<file path="src/rtl/uart_tx_packet_engine_if.sv">
// -----------------------------------------------------------------------------
// uart_tx_packet_engine_if
//   Character handshake between the sample/packet mux and the UART serialiser.
//   The mux drives a character on 'data' with 'valid'. The engine accepts it
//   on any cycle where valid && ready.
//
//   Signals
//     data   DATA_W  character to send (upstream -> engine)
//     valid  1       upstream has a character on data (upstream -> engine)
//     ready  1       engine is idle and will take the character (engine -> upstream)
//
//   Modports
//     master  upstream mux side
//     slave   serialiser side
//
//   DATA_W must match the DATA_W of the engine this interface is connected to.
// -----------------------------------------------------------------------------
interface uart_tx_packet_engine_if #(
  parameter int DATA_W = 8
);

  logic [DATA_W-1:0] data;
  logic              valid;
  logic              ready;

  modport master (
    output data,
    output valid,
    input  ready
  );

  modport slave (
    input  data,
    input  valid,
    output ready
  );

endinterface

</file>
<file path="src/rtl/uart_tx_packet_engine.sv">
// -----------------------------------------------------------------------------
// uart_tx_packet_engine
//   UART serialiser that has its own baud divider. Data width, parity, stop
//   bits and the idle gap between characters are set by parameters. It also
//   counts which character slot of a fixed-length packet is being sent. The
//   upstream mux uses 'select' to put the matching character on the bus.
//
//   Frame on tx (idle high, LSB first):
//     start(0) | DATA_W data bits | [parity] | STOP_BITS stop(1) | GAP_BITS idle(1)
//   Each bit lasts CLK_DIV clock cycles.
//
//   Ports
//     clk       system clock
//     reset     asynchronous, active-high reset
//     up        character handshake (data / valid / ready), slave side
//     select    packet slot being requested or sent, 0..PACKET_LEN-1
//     tx        serial line, registered
//     busy      a frame is in progress (state is not IDLE)
//     pkt_done  one-cycle pulse when the last slot of a packet completes
//
//   Parameters
//     CLK_DIV (>=2), DATA_W (5..9), PARITY (0 none, 1 even, 2 odd),
//     STOP_BITS (1..2), GAP_BITS (0..3), PACKET_LEN (>=2).
//     SEL_W is derived from PACKET_LEN. Do not override it.
//
//   tx is registered from the current state. It therefore follows the state
//   register by one cycle: tx falls on the clock edge after the handshake edge.
// -----------------------------------------------------------------------------
module uart_tx_packet_engine #(
  parameter int CLK_DIV    = 16,
  parameter int DATA_W     = 8,
  parameter int PARITY     = 0,
  parameter int STOP_BITS  = 1,
  parameter int GAP_BITS   = 1,
  parameter int PACKET_LEN = 13,
  parameter int SEL_W      = $clog2(PACKET_LEN)
) (
  input  logic                       clk,
  input  logic                       reset,
  uart_tx_packet_engine_if.slave     up,
  output logic [SEL_W-1:0]           select,
  output logic                       tx,
  output logic                       busy,
  output logic                       pkt_done
);

  // The baud counter has to reach the longest single state, which is either
  // the whole stop period or the whole gap period. The bit counter only has
  // to index the data bits.
  localparam int MAX_MULT = (STOP_BITS > GAP_BITS) ? STOP_BITS : GAP_BITS;
  localparam int BAUD_MAX = MAX_MULT * CLK_DIV;
  localparam int BAUD_W   = $clog2(BAUD_MAX);
  localparam int BIT_W    = $clog2(DATA_W + 1);
  localparam int GAP_MULT = (GAP_BITS == 0) ? 1 : GAP_BITS;

  localparam logic [BAUD_W-1:0] BIT_LAST  = BAUD_W'(CLK_DIV - 1);
  localparam logic [BAUD_W-1:0] STOP_LAST = BAUD_W'(STOP_BITS * CLK_DIV - 1);
  localparam logic [BAUD_W-1:0] GAP_LAST  = BAUD_W'(GAP_MULT * CLK_DIV - 1);
  localparam logic [BIT_W-1:0]  DATA_LAST = BIT_W'(DATA_W - 1);
  localparam logic [SEL_W-1:0]  SEL_LAST  = SEL_W'(PACKET_LEN - 1);

  typedef enum logic [2:0] {
    S_IDLE,
    S_START,
    S_DATA,
    S_PARITY,
    S_STOP,
    S_GAP
  } state_t;

  state_t              state_q,    state_d;
  logic [BAUD_W-1:0]   baud_q,     baud_d;
  logic [BIT_W-1:0]    bit_q,      bit_d;
  logic [DATA_W-1:0]   shift_q,    shift_d;
  logic                par_q,      par_d;
  logic                tx_q,       tx_d;
  logic [SEL_W-1:0]    select_q,   select_d;
  logic                pkt_done_q, pkt_done_d;
  logic                frame_end;

  // Next state and next outputs. By default the baud counter keeps counting
  // and every other flop holds its value. Each state restarts the baud
  // counter when it hands over to the next state. frame_end marks the last
  // cycle of the frame, and that is where the packet slot advances.
  always_comb begin
    state_d    = state_q;
    baud_d     = baud_q + 1'b1;
    bit_d      = bit_q;
    shift_d    = shift_q;
    par_d      = par_q;
    tx_d       = 1'b1;
    select_d   = select_q;
    pkt_done_d = 1'b0;
    frame_end  = 1'b0;

    case (state_q)
      S_IDLE: begin
        baud_d = '0;
        bit_d  = '0;
        // ready is high in IDLE, so valid alone completes the handshake.
        if (up.valid) begin
          shift_d = up.data;
          par_d   = (PARITY == 2) ? ~^up.data : ^up.data;
          state_d = S_START;
        end
      end

      S_START: begin
        tx_d = 1'b0;
        if (baud_q == BIT_LAST) begin
          baud_d  = '0;
          state_d = S_DATA;
        end
      end

      S_DATA: begin
        tx_d = shift_q[0];
        if (baud_q == BIT_LAST) begin
          baud_d  = '0;
          shift_d = shift_q >> 1;
          if (bit_q == DATA_LAST) begin
            bit_d   = '0;
            state_d = (PARITY != 0) ? S_PARITY : S_STOP;
          end else begin
            bit_d = bit_q + 1'b1;
          end
        end
      end

      S_PARITY: begin
        tx_d = par_q;
        if (baud_q == BIT_LAST) begin
          baud_d  = '0;
          state_d = S_STOP;
        end
      end

      S_STOP: begin
        if (baud_q == STOP_LAST) begin
          baud_d = '0;
          if (GAP_BITS != 0) begin
            state_d = S_GAP;
          end else begin
            state_d   = S_IDLE;
            frame_end = 1'b1;
          end
        end
      end

      S_GAP: begin
        if (baud_q == GAP_LAST) begin
          baud_d    = '0;
          state_d   = S_IDLE;
          frame_end = 1'b1;
        end
      end

      default: begin
        baud_d  = '0;
        bit_d   = '0;
        state_d = S_IDLE;
      end
    endcase

    // pkt_done is registered at the same edge that wraps select. It is
    // therefore visible in the first cycle with select == 0.
    if (frame_end) begin
      if (select_q == SEL_LAST) begin
        select_d   = '0;
        pkt_done_d = 1'b1;
      end else begin
        select_d = select_q + 1'b1;
      end
    end
  end

  // State and datapath registers. Reset aborts any frame in progress and
  // drives the line high at once.
  always_ff @(posedge clk or posedge reset) begin
    if (reset) begin
      state_q    <= S_IDLE;
      baud_q     <= '0;
      bit_q      <= '0;
      shift_q    <= '0;
      par_q      <= 1'b0;
      tx_q       <= 1'b1;
      select_q   <= '0;
      pkt_done_q <= 1'b0;
    end else begin
      state_q    <= state_d;
      baud_q     <= baud_d;
      bit_q      <= bit_d;
      shift_q    <= shift_d;
      par_q      <= par_d;
      tx_q       <= tx_d;
      select_q   <= select_d;
      pkt_done_q <= pkt_done_d;
    end
  end

  assign up.ready = (state_q == S_IDLE);
  assign busy     = (state_q != S_IDLE);
  assign tx       = tx_q;
  assign select   = select_q;
  assign pkt_done = pkt_done_q;

endmodule

</file>
<file path="src/flat_wrapper.sv">
// flat-port wrapper written by rule: the top's interface ports become plain ports
module uart_tx_packet_engine_flat 
#(
  parameter int CLK_DIV    = 16,
  parameter int DATA_W     = 8,
  parameter int PARITY     = 0,
  parameter int STOP_BITS  = 1,
  parameter int GAP_BITS   = 1,
  parameter int PACKET_LEN = 13,
  parameter int SEL_W      = $clog2(PACKET_LEN)
)
  (clk, reset, select, tx, busy, pkt_done, up_data, up_valid, up_ready);
  uart_tx_packet_engine_if #(.DATA_W(DATA_W)) up_i ();
  input  logic clk;
  input  logic reset;
  output logic [SEL_W-1:0] select;
  output logic tx;
  output logic busy;
  output logic pkt_done;
  input wire logic [$bits(up_i.data)-1:0] up_data;
  input wire logic [$bits(up_i.valid)-1:0] up_valid;
  output wire logic [$bits(up_i.ready)-1:0] up_ready;
  assign up_i.data = up_data;
  assign up_i.valid = up_valid;
  assign up_ready = up_i.ready;
  uart_tx_packet_engine #(.CLK_DIV(CLK_DIV), .DATA_W(DATA_W), .PARITY(PARITY), .STOP_BITS(STOP_BITS), .GAP_BITS(GAP_BITS), .PACKET_LEN(PACKET_LEN), .SEL_W(SEL_W)) u_core (.clk(clk), .reset(reset), .up(up_i), .select(select), .tx(tx), .busy(busy), .pkt_done(pkt_done));
endmodule
</file>
<file path="config.mk">
export PLATFORM = sky130hd
export DESIGN_NAME = uart_tx_packet_engine_flat
export DESIGN_NICKNAME = d
export VERILOG_FILES = /design/src/rtl/uart_tx_packet_engine_if.sv /design/src/rtl/uart_tx_packet_engine.sv /design/src/flat_wrapper.sv
export SDC_FILE = /design/constraint.sdc
export NUM_CORES = 1
export LEC_CHECK = 0
export ABC_AREA = 1
export BUFFER_PORTS_ARGS = -buffer_cell sky130_fd_sc_hd__buf_4
export CORE_MARGIN = 5
export CORE_UTILIZATION = 62
export CTS_CLUSTER_DIAMETER = 60
export DETAILED_ROUTE_END_ITERATION = 7
export GPL_TIMING_DRIVEN = 0
export HOLD_SLACK_MARGIN = 0.02
export PLACE_DENSITY_LB_ADDON = 0.12
export SETUP_SLACK_MARGIN = 0.02
export SLEW_MARGIN = 25
export SYNTH_ARGS = -nofsm -noshare
export SYNTH_HDL_FRONTEND = slang
export SYNTH_SLANG_ARGS = --single-unit
export TNS_END_PERCENT = 100
</file>
<file path="constraint.sdc">
create_clock -name clk -period 4.3 [get_ports clk]
set_clock_uncertainty 0.15 [all_clocks]
set_input_delay 0.86 -clock clk [delete_from_list [all_inputs] [get_ports clk]]
set_output_delay 0.86 -clock clk [all_outputs]
set_load 0.05 [all_outputs]
</file>
==> results of run 1 <==
## stage by stage
step	setup WS (ns)	power, mW	instances	hold slack, ns
6_report	1.93	1.03	248	0.323
3_5_place_dp	2.30	0.914	244	0.304
2_1_floorplan	2.20	0.796	196	0.280
3_3_place_gp	2.31	0.886	244	0.297
4_1_cts	1.93	1.04	248	0.322
5_1_grt	1.84	1.11	248	0.355
## critical path: stages (launching register included)
cell,delay (ns)
dfrtp_1,0.50
nor2_2,0.17
nand2_2,0.09
inv_2,0.08
buf_4,0.20
## cell usage in the layout (no fill, tap or decap), drive strengths merged
master  netlist  layout
o22ai         1       1
a22oi         1       1
and3          1       1
a21oi         2       2
nand3        10      10
ha            4       4
nor2         19      19
dfrtp        25      25
o211ai        1       1
nor3          4       4
o21ai        24      24
inv          31      31
xor2          1       1
nand4         2       2
xnor2         1       1
dfstp         1       1
a21boi        2       2
nand2        63      63
clkbuf        1       5
buf           2      20
## worst max path at each step
| stage | slack, ns | depth (start not counted) | end |
|---|---|---|---|
| 2_1_floorplan | 2.20 | 3 | up_ready |
| 3_3_place_gp | 2.31 | 4 | up_ready |
| 3_5_place_dp | 2.30 | 4 | up_ready |
| 4_1_cts | 1.93 | 4 | up_ready |
| 5_1_grt | 1.84 | 4 | up_ready |
| 6_report | 1.93 | 4 | up_ready |
## layout make-up
class / instances / area [µm²]
plain buffers: 3 / 36.3
clock buffers: 4 / 36.3
fillers: 199 / 677
inverters: 31 / 116
multi-input cells: 136 / 787
flip-flops and latches: 26 / 652
well taps: 30 / 37.5
repair buffers: 18 / 135
## registers in the layout, indices dropped and copies added, names as in the netlist
name             count
u_core.pkt_done      1
u_core.tx            1
u_core.baud_q        4
u_core.shift_q       8
u_core.state_q       3
u_core.select        4
u_core.bit_q         4
u_core.par_q         1
## kinds of logic after synthesis
group / after synthesis
AO/OA/AOI/OAI: 31
flip-flops: 26
buffers and inverters: 34
adder cells (fa/ha/maj): 4
XOR/XNOR: 2
AND/OR/NAND/NOR: 99
## routing by layer
layer  vias to the layer above  routed length, µm
met3                         2                115
met2                        14               1600
met5                         -                  0
met1                       628               1400
met4                         0                 12
li1                        661                  -
## where the power goes
group | total, mW | internal, mW | leakage (nW) | switching, mW
registers | 0.378 | 0.322 | 0.339 | 0.0564
clock network | 0.124 | 0.0518 | 0.0210 | 0.0723
logic | 0.529 | 0.188 | 0.582 | 0.341
total | 1.03 | 0.562 | 0.943 | 0.469
==> flow_metrics.env, run 1 <==
export IMPL_synth_cells=196
export IMPL_synthArstFlopShare_pct=100
export IMPL_dpl_instance_area_um2=1760
export IMPL_diodes=0
export IMPL_cts_resized=0
export IMPL_synthAdderAreaFrac_pct=3.14
export IMPL_routedWlPerCell_um=12.6
export IMPL_root_buffer="clkbuf_4"
export IMPL_rrSetupSlack_ns=2.66
export IMPL_ctsHoldBuffers=0
export IMPL_finalSetupViolCount=0
export IMPL_synthMostInstantiatedCell="nand2_1"
export IMPL_boundaryPins=19
export IMPL_cts_buffers=3
export IMPL_cts_clk_slew_worst_paths_ns=0.15
export IMPL_hold_path_class="register to register"
export IMPL_synth_area_top_cells="dfrtp_1 (39%), nand2_1 (13%), inv_1 (6.6%), o21ai_2 (5.5%), nand2_4 (3.5%)"
export IMPL_use_met1_pct=26.0
export IMPL_tightest_slew_ns=0.543
export IMPL_grt_ovfl_total=0
export IMPL_cts_setup_buffers=0
export IMPL_finalSetupTns_ns=0
export IMPL_place_congestion=0.780
export IMPL_drive_above_1_share_pct=26.6
export IMPL_critPathMaxFanout=6
export IMPL_dr_first_iter_drc_count=48
export IMPL_die_width_um=60.7
export IMPL_setup_worst_path_class="register to output port"
export IMPL_post_route_period_util_pct=55.0
export IMPL_synth_top_area_share_pct=39.3
export IMPL_wl_um=3130
export IMPL_drt_pass1_iter_count=4
export IMPL_crit_arrival_ns=1.36
export IMPL_area_growth_syn_to_layout_pct=13.1
export IMPL_portBuffers=18
export IMPL_ys_seq_elements=26
export IMPL_yosysSeqAreaShare_pct=41.0
export IMPL_clock_fmax_mhz=422
export IMPL_synth_area_mux_share_pct=0
export IMPL_reg2reg_depth=8
export IMPL_syn_area_per_cell_um2=8.12
export IMPL_grt_max_degree=27
export IMPL_netlist_top_cells_count="nand2_1 (54), inv_1 (28), dfrtp_1 (25)"
export IMPL_via_per_inst=5.26
export IMPL_period_needed_ns=2.37
export IMPL_required_ns=3.29
export IMPL_synthSimpleGateAreaFrac_pct=31.0
export IMPL_relSlewSlack_pct=63.7
export IMPL_syn_nets=211
export IMPL_die_h_um=60.7
export IMPL_drc=0
export IMPL_gr_usage_met3_pct=2.98
export IMPL_insertion_delay_ns=0.33
export IMPL_dieArea_um2=3680
export IMPL_hold_path_end="u_core.baud_q[0]"
export IMPL_post_route_util_pct=72.7
export IMPL_clk_path_buf_depth=2
export IMPL_slew_viol_final=0
export IMPL_synth_cell_types=31
export IMPL_drv_cap=0
export IMPL_synth_top_family_by_area="simple AND/OR/NAND/NOR gates"
export IMPL_grt_pass1_wl_um=5410
export IMPL_start_util_pct=64.2
export IMPL_timing_rr_start="u_core.bit_q[0]"
export IMPL_p_leak_nw=0.943
export IMPL_synth_area_leader_cell="dfrtp_1"
export IMPL_startpoint="u_core.state_q[1]"
export IMPL_htree_levels=1
export IMPL_ant_nets=0
export IMPL_dpl_hpwl_um=2490
export IMPL_outcome="completed"
export IMPL_synth_compound_area_share_pct=14.2
export IMPL_ys_flop_type="dfrtp_1"
export IMPL_critPathCaptureType="output port"
export IMPL_vias=1305
export IMPL_regToRegEndpoint="u_core.state_q[2]"
export IMPL_rsz0062_at_grt="false"
export IMPL_rows=18
export IMPL_synth_edf_count=0
export IMPL_antenna_found_initial=0
export IMPL_worstHoldStart="u_core.baud_q[0]"
export IMPL_grt_usage_pct=19.6
export IMPL_ys_warn_count=0
export IMPL_start_kind="register"
export IMPL_grt_use_met2_pct=33.3
export IMPL_grt_pass1_vias=1275
export IMPL_synth_xor_xnor_area_share_pct=1.10
export IMPL_syn_area_um2=1590
export IMPL_cts_num_sinks=26
export IMPL_hold_depth=1
export IMPL_layout_nets=234
export IMPL_grt_busiest_layer="met2"
export IMPL_cts_tree="yes"
export IMPL_fin_area_um2=1800
export IMPL_p_per_area_nw_per_um2=573
export IMPL_coreArea_um2=2480
export IMPL_hold_violations=0
export IMPL_vdd_drop_max_uv=594
(Power assumes the default switching activity.)
==> inputs of run 2 (changes only) <==
ABC_AREA = 0   (was 1)
CORE_UTILIZATION = 51   (was 62)
clock period = 2.05 ns   (was 4.3 ns; I/O delays follow)
==> run 2 against run 1 <==
Against the previous run:
- global-route usage down 3.9 points
- final cell count is 17% lower
- via count down 12%
- die area rose by 10%
- critical path depth did not move
- hold slack worse by 0.17 ns
- combinational power decreased by 86%
- critical path type unchanged
- largest power group is now sequential cells
==> flow_metrics.env, run 2 <==
export IMPL_cpMaxStageDelayCell="dfrtp_1"
export IMPL_htree_levels=1
export IMPL_synth_cell_types=40
export IMPL_start_kind="register"
export IMPL_portBuffers=18
export IMPL_yosysSeqAreaShare_pct=44.3
export IMPL_cp_slowest_stage_delay_ns=0.41
export IMPL_synth_area_leader_cell="dfrtp_1"
export IMPL_grt_pass1_vias=1166
export IMPL_slew_viol_final=0
export IMPL_reg2reg_depth=6
export IMPL_insertion_delay_ns=0.33
export IMPL_finalSetupViolCount=0
export IMPL_layout_common_cells="dfrtp_1 (25), buf_4 (24), a21oi_1 (15), nor2_1 (12), mux2i_1 (10)"
export IMPL_final_fill_count=238
export IMPL_synthArstFlopShare_pct=100
export IMPL_gr_usage_met3_pct=2.31
export IMPL_use_met1_pct=19.7
export IMPL_ff_latch_area_um2=652
export IMPL_routedWlPerCell_um=14.0
export IMPL_root_buffer="clkbuf_4"
export IMPL_pwr_share_seq_pct=54.8
export IMPL_hold_path_class="input pin to register"
export IMPL_fin_area_um2=1760
export IMPL_drive_above_1_share_pct=26.7
export IMPL_grt_pass1_wl_um=5150
export IMPL_rrSetupSlack_ns=0.34
export IMPL_timing_rr_start="u_core.baud_q[0]"
export IMPL_worstHoldStart="up_valid"
export IMPL_rows=19
export IMPL_clock_fmax_mhz=493
export IMPL_netlist_top_cells_count="dfrtp_1 (25), a21oi_1 (15), nor2_1 (12)"
export IMPL_clk_path_buf_depth=2
export IMPL_hold_depth=2
export IMPL_grt_use_met2_pct=26.9
export IMPL_syn_nets=163
export IMPL_synth_edf_count=0
export IMPL_start_util_pct=53.4
export IMPL_crit_buf_inv=3
export IMPL_p_per_area_nw_per_um2=541
export IMPL_ys_seq_elements=26
export IMPL_synthMostInstantiatedCell="dfrtp_1"
export IMPL_wl_um=2900
export IMPL_post_route_period_util_pct=98.9
export IMPL_diodes=0
export IMPL_relSlewSlack_pct=63.5
export IMPL_cts_buffers=3
export IMPL_dpl_instance_area_um2=1650
export IMPL_die_h_um=63.7
export IMPL_critPathMaxFanout=3
export IMPL_coreArea_um2=2760
export IMPL_ant_nets=0
export IMPL_via_per_inst=5.53
export IMPL_grt_ovfl_total=0
export IMPL_dr_first_iter_drc_count=51
export IMPL_multi_input_area_um2=734
export IMPL_largest_reg_flops=8
export IMPL_crit_arrival_ns=1.47
export IMPL_place_congestion=0.751
export IMPL_cts_tree="yes"
export IMPL_drv_cap=0
export IMPL_internal_power_uw=754
export IMPL_p_clk_share_pct=37.5
export IMPL_grt_busiest_layer="met2"
export IMPL_tightest_slew_ns=0.546
export IMPL_antenna_found_initial=0
export IMPL_hold_violations=0
export IMPL_dieArea_um2=4060
export IMPL_vias=1145
export IMPL_cts_num_sinks=26
export IMPL_cts_clk_slew_worst_paths_ns=0.15
export IMPL_synth_top_area_share_pct=42.5
export IMPL_drc=0
export IMPL_grt_max_degree=27
export IMPL_area_growth_syn_to_layout_pct=19.8
export IMPL_dp_cells=197
export IMPL_ys_warn_count=0
export IMPL_boundaryPins=19
export IMPL_die_width_um=63.7
export IMPL_regToRegEndpoint="u_core.select[3]"
export IMPL_rsz0062_at_grt="true"
export IMPL_cpLargestDelayFamily="flip-flops"
export IMPL_path_cells="buf_6, or3_4, clkinv_4, buf_8"
export IMPL_hold_path_end="u_core.par_q"
export IMPL_grt_usage_pct=15.6
export IMPL_fin_cells=207
export IMPL_finalSetupTns_ns=0
export IMPL_p_switching_uw=199
export IMPL_p_leak_nw=0.854
export IMPL_period_needed_ns=2.03
export IMPL_pwr_share_comb_pct=7.7
export IMPL_vdd_drop_max_uv=502
export IMPL_required_ns=1.49
export IMPL_setup_worst_path_class="register to output port"
export IMPL_final_common_cell="dfrtp_1"
export IMPL_ys_flop_type="dfrtp_1"
export IMPL_synth_cells=148
export IMPL_synth_area_top_cells="dfrtp_1 (43%), mux2i_1 (6.8%), a21oi_1 (5.1%), xnor2_1 (4.8%), ha_1 (3.4%)"
export IMPL_syn_area_per_cell_um2=9.94
export IMPL_startpoint="u_core.state_q[0]"
export IMPL_timing_hold_ws_ns=0.149
export IMPL_syn_area_um2=1470
export IMPL_dpl_hpwl_um=2130
export IMPL_layout_nets=192
export IMPL_switching_share_pct=20.9
export IMPL_outcome="completed"
export IMPL_drt_pass1_iter_count=4
export IMPL_critPathCaptureType="output port"
export IMPL_total_power_uw=953
export IMPL_regMostFlops="u_core.shift_q"
run 2: cell types whose count changed in the layout (fill, tap and decap cells not counted), moves of 4 or more:
cell and change:
nand2_2 -4, nand2_1 -46, a21oi_1 +13, nand2_4 -5, inv_1 -22, mux2i_1 +10
o21ai_2 -10, buf_4 +6, xnor2_1 +7, nand3_1 -5
run 2: power groups by stage:
stage / logic [mW] / registers, mW / clock network (mW)
floorplan: 0.0414 / 0.535 / 0
finish: 0.0733 / 0.523 / 0.357
CTS: 0.0734 / 0.523 / 0.368
global route: 0.0812 / 0.524 / 0.398
global placement: 0.0718 / 0.532 / 0
detailed placement: 0.0732 / 0.532 / 0
run 2: per-layer routing:
metal  routed length (µm)  vias up  share of wire (%)
met4                   46        0                1.6
met1                 1270      545                 44
met3                   90        5                3.1
li1                     -      577                  -
met2                 1490       18                 51
met5                    0        -                  0
run 2: worst reg2reg max path, stage by stage, from the launching register on:
cell     delay, ns
dfrtp_1       0.43
ha_1          0.27
and3_1        0.17
buf_4         0.17
nand4_1       0.15
o21ai_1       0.19
o41ai_2       0.09
run 2: area by class of cell:
type,count,share of cell area (%)
Buffer,7,2.98
Clock buffer,3,1.28
Clock inverter,1,1.70
Inverter,7,1.77
Multi-Input combinational cell,107,41.7
Sequential cell,26,37.0
Tap cell,31,2.20
Timing Repair Buffer,25,11.4
run 2: worst max-delay path by stage:
| stage | depth (start not counted) | endpoint | slack, ns |
|---|---|---|---|
| after global placement | 4 | up_ready | 0.26 |
| final | 4 | up_ready | 0.02 |
| after global routing | 4 | up_ready | -0.05 |
| after CTS | 3 | busy | -0.0007 |
| after floorplan | 3 | up_ready | 0.29 |
| after detailed placement | 4 | up_ready | 0.26 |
run 2: timing repair:
item,in CTS,in global routing
buffers inserted,4,2
hold buffers,0,1
hold endpoints to repair,0,25
endpoints found under the setup margin,2,2
gates resized for setup,5,1
pin swaps,1,1
run 2: cells by family (layout without fill, tap and decap cells):
family / after synthesis / in the layout / share of synthesized area, %
adders and majority gates: 4 / 4 / 3.40
xor gates and xnor gates: 8 / 8 / 4.76
AOI/OAI and AO/OA: 41 / 41 / 17.9
buffers and inverters: 15 / 43 / 5.78
DFF: 26 / 26 / 44.3
and+or+nand+nor: 43 / 43 / 16.1
muxes: 11 / 11 / 7.82
run 2: through the flow:
| step | util (%) | worst slack (ns) |
|---|---|---|
| after floorplan | - | 0.290 |
| after global placement | 59.7 | 0.265 |
| after detailed placement | 59.7 | 0.261 |
| after CTS | 63.3 | -0.000678 |
| after global routing | 63.9 | -0.0483 |
| final | 63.9 | 0.0227 |
==> inputs of run 3 (changes only) <==
CORE_MARGIN = default   (was 5)
==> run 3 against run 2 <==
Against the previous run:
- sequential cell count stayed put
- hold slack better by 0.018 ns
- critical path type unchanged
- clock power is 38% lower
- critical path depth stayed put
- critical endpoint unchanged
- final area is 1.5% lower
- count of clock-buffer cells in the layout is 1 higher
- wire length is 4.0% lower
==> flow_metrics.env, run 3 (synthesized netlist as in run 2, its figures left out) <==
export IMPL_outcome="completed"
export IMPL_cts_num_sinks=26
export IMPL_rsz0062_at_grt="true"
export IMPL_crit_path_end="up_ready"
export IMPL_root_buffer="clkbuf_4"
export IMPL_wl_um=2780
export IMPL_hold_violations=0
export IMPL_rrSetupSlack_ns=0.36
export IMPL_crit_cells=4
export IMPL_hold_path_class="input pin to register"
export IMPL_critPathCaptureType="output port"
export IMPL_met2_length_um=1420
export IMPL_insertion_delay_ns=0.31
export IMPL_die_width_um=55.7
export IMPL_largest_reg_flops=8
export IMPL_grt_ovfl_total=0
export IMPL_period_needed_ns=1.99
export IMPL_grt_pass1_wl_um=4840
export IMPL_grt_pass1_vias=1126
export IMPL_area_growth_syn_to_layout_pct=18.0
export IMPL_cp_slowest_stage_delay_ns=0.42
export IMPL_ff_latch_area_um2=652
export IMPL_internal_power_uw=632
export IMPL_start_util_pct=53.8
export IMPL_cts_tree="yes"
export IMPL_drive_above_1_share_pct=26.1
export IMPL_required_ns=1.49
export IMPL_relSlewSlack_pct=63.7
export IMPL_die_h_um=55.7
export IMPL_fin_cells=207
export IMPL_tightest_slew_ns=0.544
export IMPL_final_common_cell="dfrtp_1"
export IMPL_pwr_share_comb_pct=9.0
export IMPL_cts_clk_slew_worst_paths_ns=0.13
export IMPL_grt_max_degree=27
export IMPL_diodes=0
export IMPL_cpMaxStageDelayCell="or3_4"
export IMPL_post_route_util_pct=63.5
export IMPL_vias=1135
export IMPL_antenna_found_initial=0
export IMPL_drv_cap=0
export IMPL_dp_cells=197
export IMPL_ant_nets=0
export IMPL_start_kind="register"
export IMPL_regToRegEndpoint="u_core.select[1]"
export IMPL_dieArea_um2=3100
export IMPL_finalSetupTns_ns=0
export IMPL_switching_share_pct=22.6
export IMPL_layout_common_cells="dfrtp_1 (25), buf_4 (24), a21oi_1 (15), nor2_1 (12), mux2i_1 (10)"
export IMPL_dpl_instance_area_um2=1650
export IMPL_grt_usage_pct=19.4
export IMPL_drt_met1_wl_um=1290
export IMPL_clk_path_buf_depth=2
export IMPL_cts_buffers=3
export IMPL_cpLargestDelayFamily="simple AND/OR/NAND/NOR gates"
export IMPL_p_per_area_nw_per_um2=470
export IMPL_layout_nets=192
export IMPL_finalSetupViolCount=0
export IMPL_path_cells="buf_6, or3_4, clkinv_4, buf_8"
export IMPL_p_clk_share_pct=27.1
export IMPL_portBuffers=18
export IMPL_crit_buf_inv=3
export IMPL_fin_area_um2=1740
export IMPL_slew_viol_final=0
export IMPL_p_switching_uw=185
export IMPL_coreArea_um2=2730
export IMPL_vdd_drop_max_uv=346
export IMPL_dpl_hpwl_um=2000
export IMPL_p_leak_nw=0.842
export IMPL_crit_arrival_ns=1.43
export IMPL_timing_rr_start="u_core.baud_q[0]"
export IMPL_routed_top_layer="met4"
export IMPL_pwr_share_seq_pct=63.9
export IMPL_reg2reg_depth=5
export IMPL_htree_levels=1
export IMPL_drt_pass1_iter_count=4
export IMPL_clock_fmax_mhz=501
export IMPL_startpoint="u_core.state_q[0]"
export IMPL_via_per_inst=5.48
export IMPL_post_route_period_util_pct=97.3
export IMPL_rows=19
export IMPL_drc=0
export IMPL_final_fill_count=220
export IMPL_routedWlPerCell_um=13.4
export IMPL_setup_worst_path_class="register to output port"
export IMPL_boundaryPins=19
export IMPL_regMostFlops="u_core.shift_q"
export IMPL_critPathMaxFanout=4
export IMPL_multi_input_area_um2=734
export IMPL_place_congestion=0.767
export IMPL_route_met3_wl_um=50
export IMPL_dr_first_iter_drc_count=18
## run 3: cell types whose count changed in the layout (fill, tap and decap cells not counted), sizes merged
cell	previous run	this run
bufinv	1	0
clkbuf	3	4
## run 3: what timing repair did
action	4_1_cts	5_1_grt
setup endpoints to repair	2	2
resized for setup	5	1
pin swaps	1	1
buffers inserted	2	4
hold buffers	0	1
hold endpoints to repair	0	13
## run 3: worst min-delay path by stage
stage	start	endpoint	slack [ns]	cells past startpoint
finish	up_valid	u_core.par_q	0.17	2
global route	up_valid	u_core.par_q	0.15	2
CTS	up_valid	u_core.par_q	0.15	2
detailed placement	u_core.baud_q[0]	u_core.baud_q[0]	0.34	1
global placement	u_core.baud_q[0]	u_core.baud_q[0]	0.34	1
floorplan	reset	u_core.baud_q[0]	0.30	1
## run 3: power by group through the flow
| stage | registers, mW | clock network [mW] | logic, mW |
|---|---|---|---|
| 2_1_floorplan | 0.535 | 0 | 0.0414 |
| 3_3_place_gp | 0.532 | 0 | 0.0715 |
| 3_5_place_dp | 0.532 | 0 | 0.0731 |
| 4_1_cts | 0.522 | 0.228 | 0.0733 |
| 5_1_grt | 0.523 | 0.248 | 0.0825 |
| 6_report | 0.522 | 0.221 | 0.0735 |
## run 3: final cells by class
type                    instances  share of cell area [%]
flip-flops and latches         26                    37.5
multi-input cells             107                    42.3
well taps                      31                    2.23
clock buffers                   4                    1.51
plain buffers                   7                    3.24
inverters                       7                    1.80
repair buffers                 25                    11.4
## run 3: routing by layer
metal | vias to the layer above | track usage (%)
met3 | 2 | 2.09
met1 | 538 | 24.5
met4 | 0 | 6.07
met5 | - | 0
li1 | 580 | -
met2 | 15 | 34.6
## run 3: metrics by stage
| step | total power, mW | setup WS [ns] | hold slack [ns] |
|---|---|---|---|
| floorplan | 0.577 | 0.290 | 0.299 |
| global placement | 0.603 | 0.259 | 0.337 |
| detailed placement | 0.605 | 0.255 | 0.342 |
| CTS | 0.823 | 0.00552 | 0.152 |
| global route | 0.854 | 0.00576 | 0.150 |
| finish | 0.817 | 0.0551 | 0.167 |
## run 3: worst reg2reg max path, cell delays in order, from the launching register on
cell	delay, ns
dfrtp_1	0.43
ha_1	0.28
and3_1	0.17
buf_4	0.17
nand3_4	0.11
mux2_4	0.30
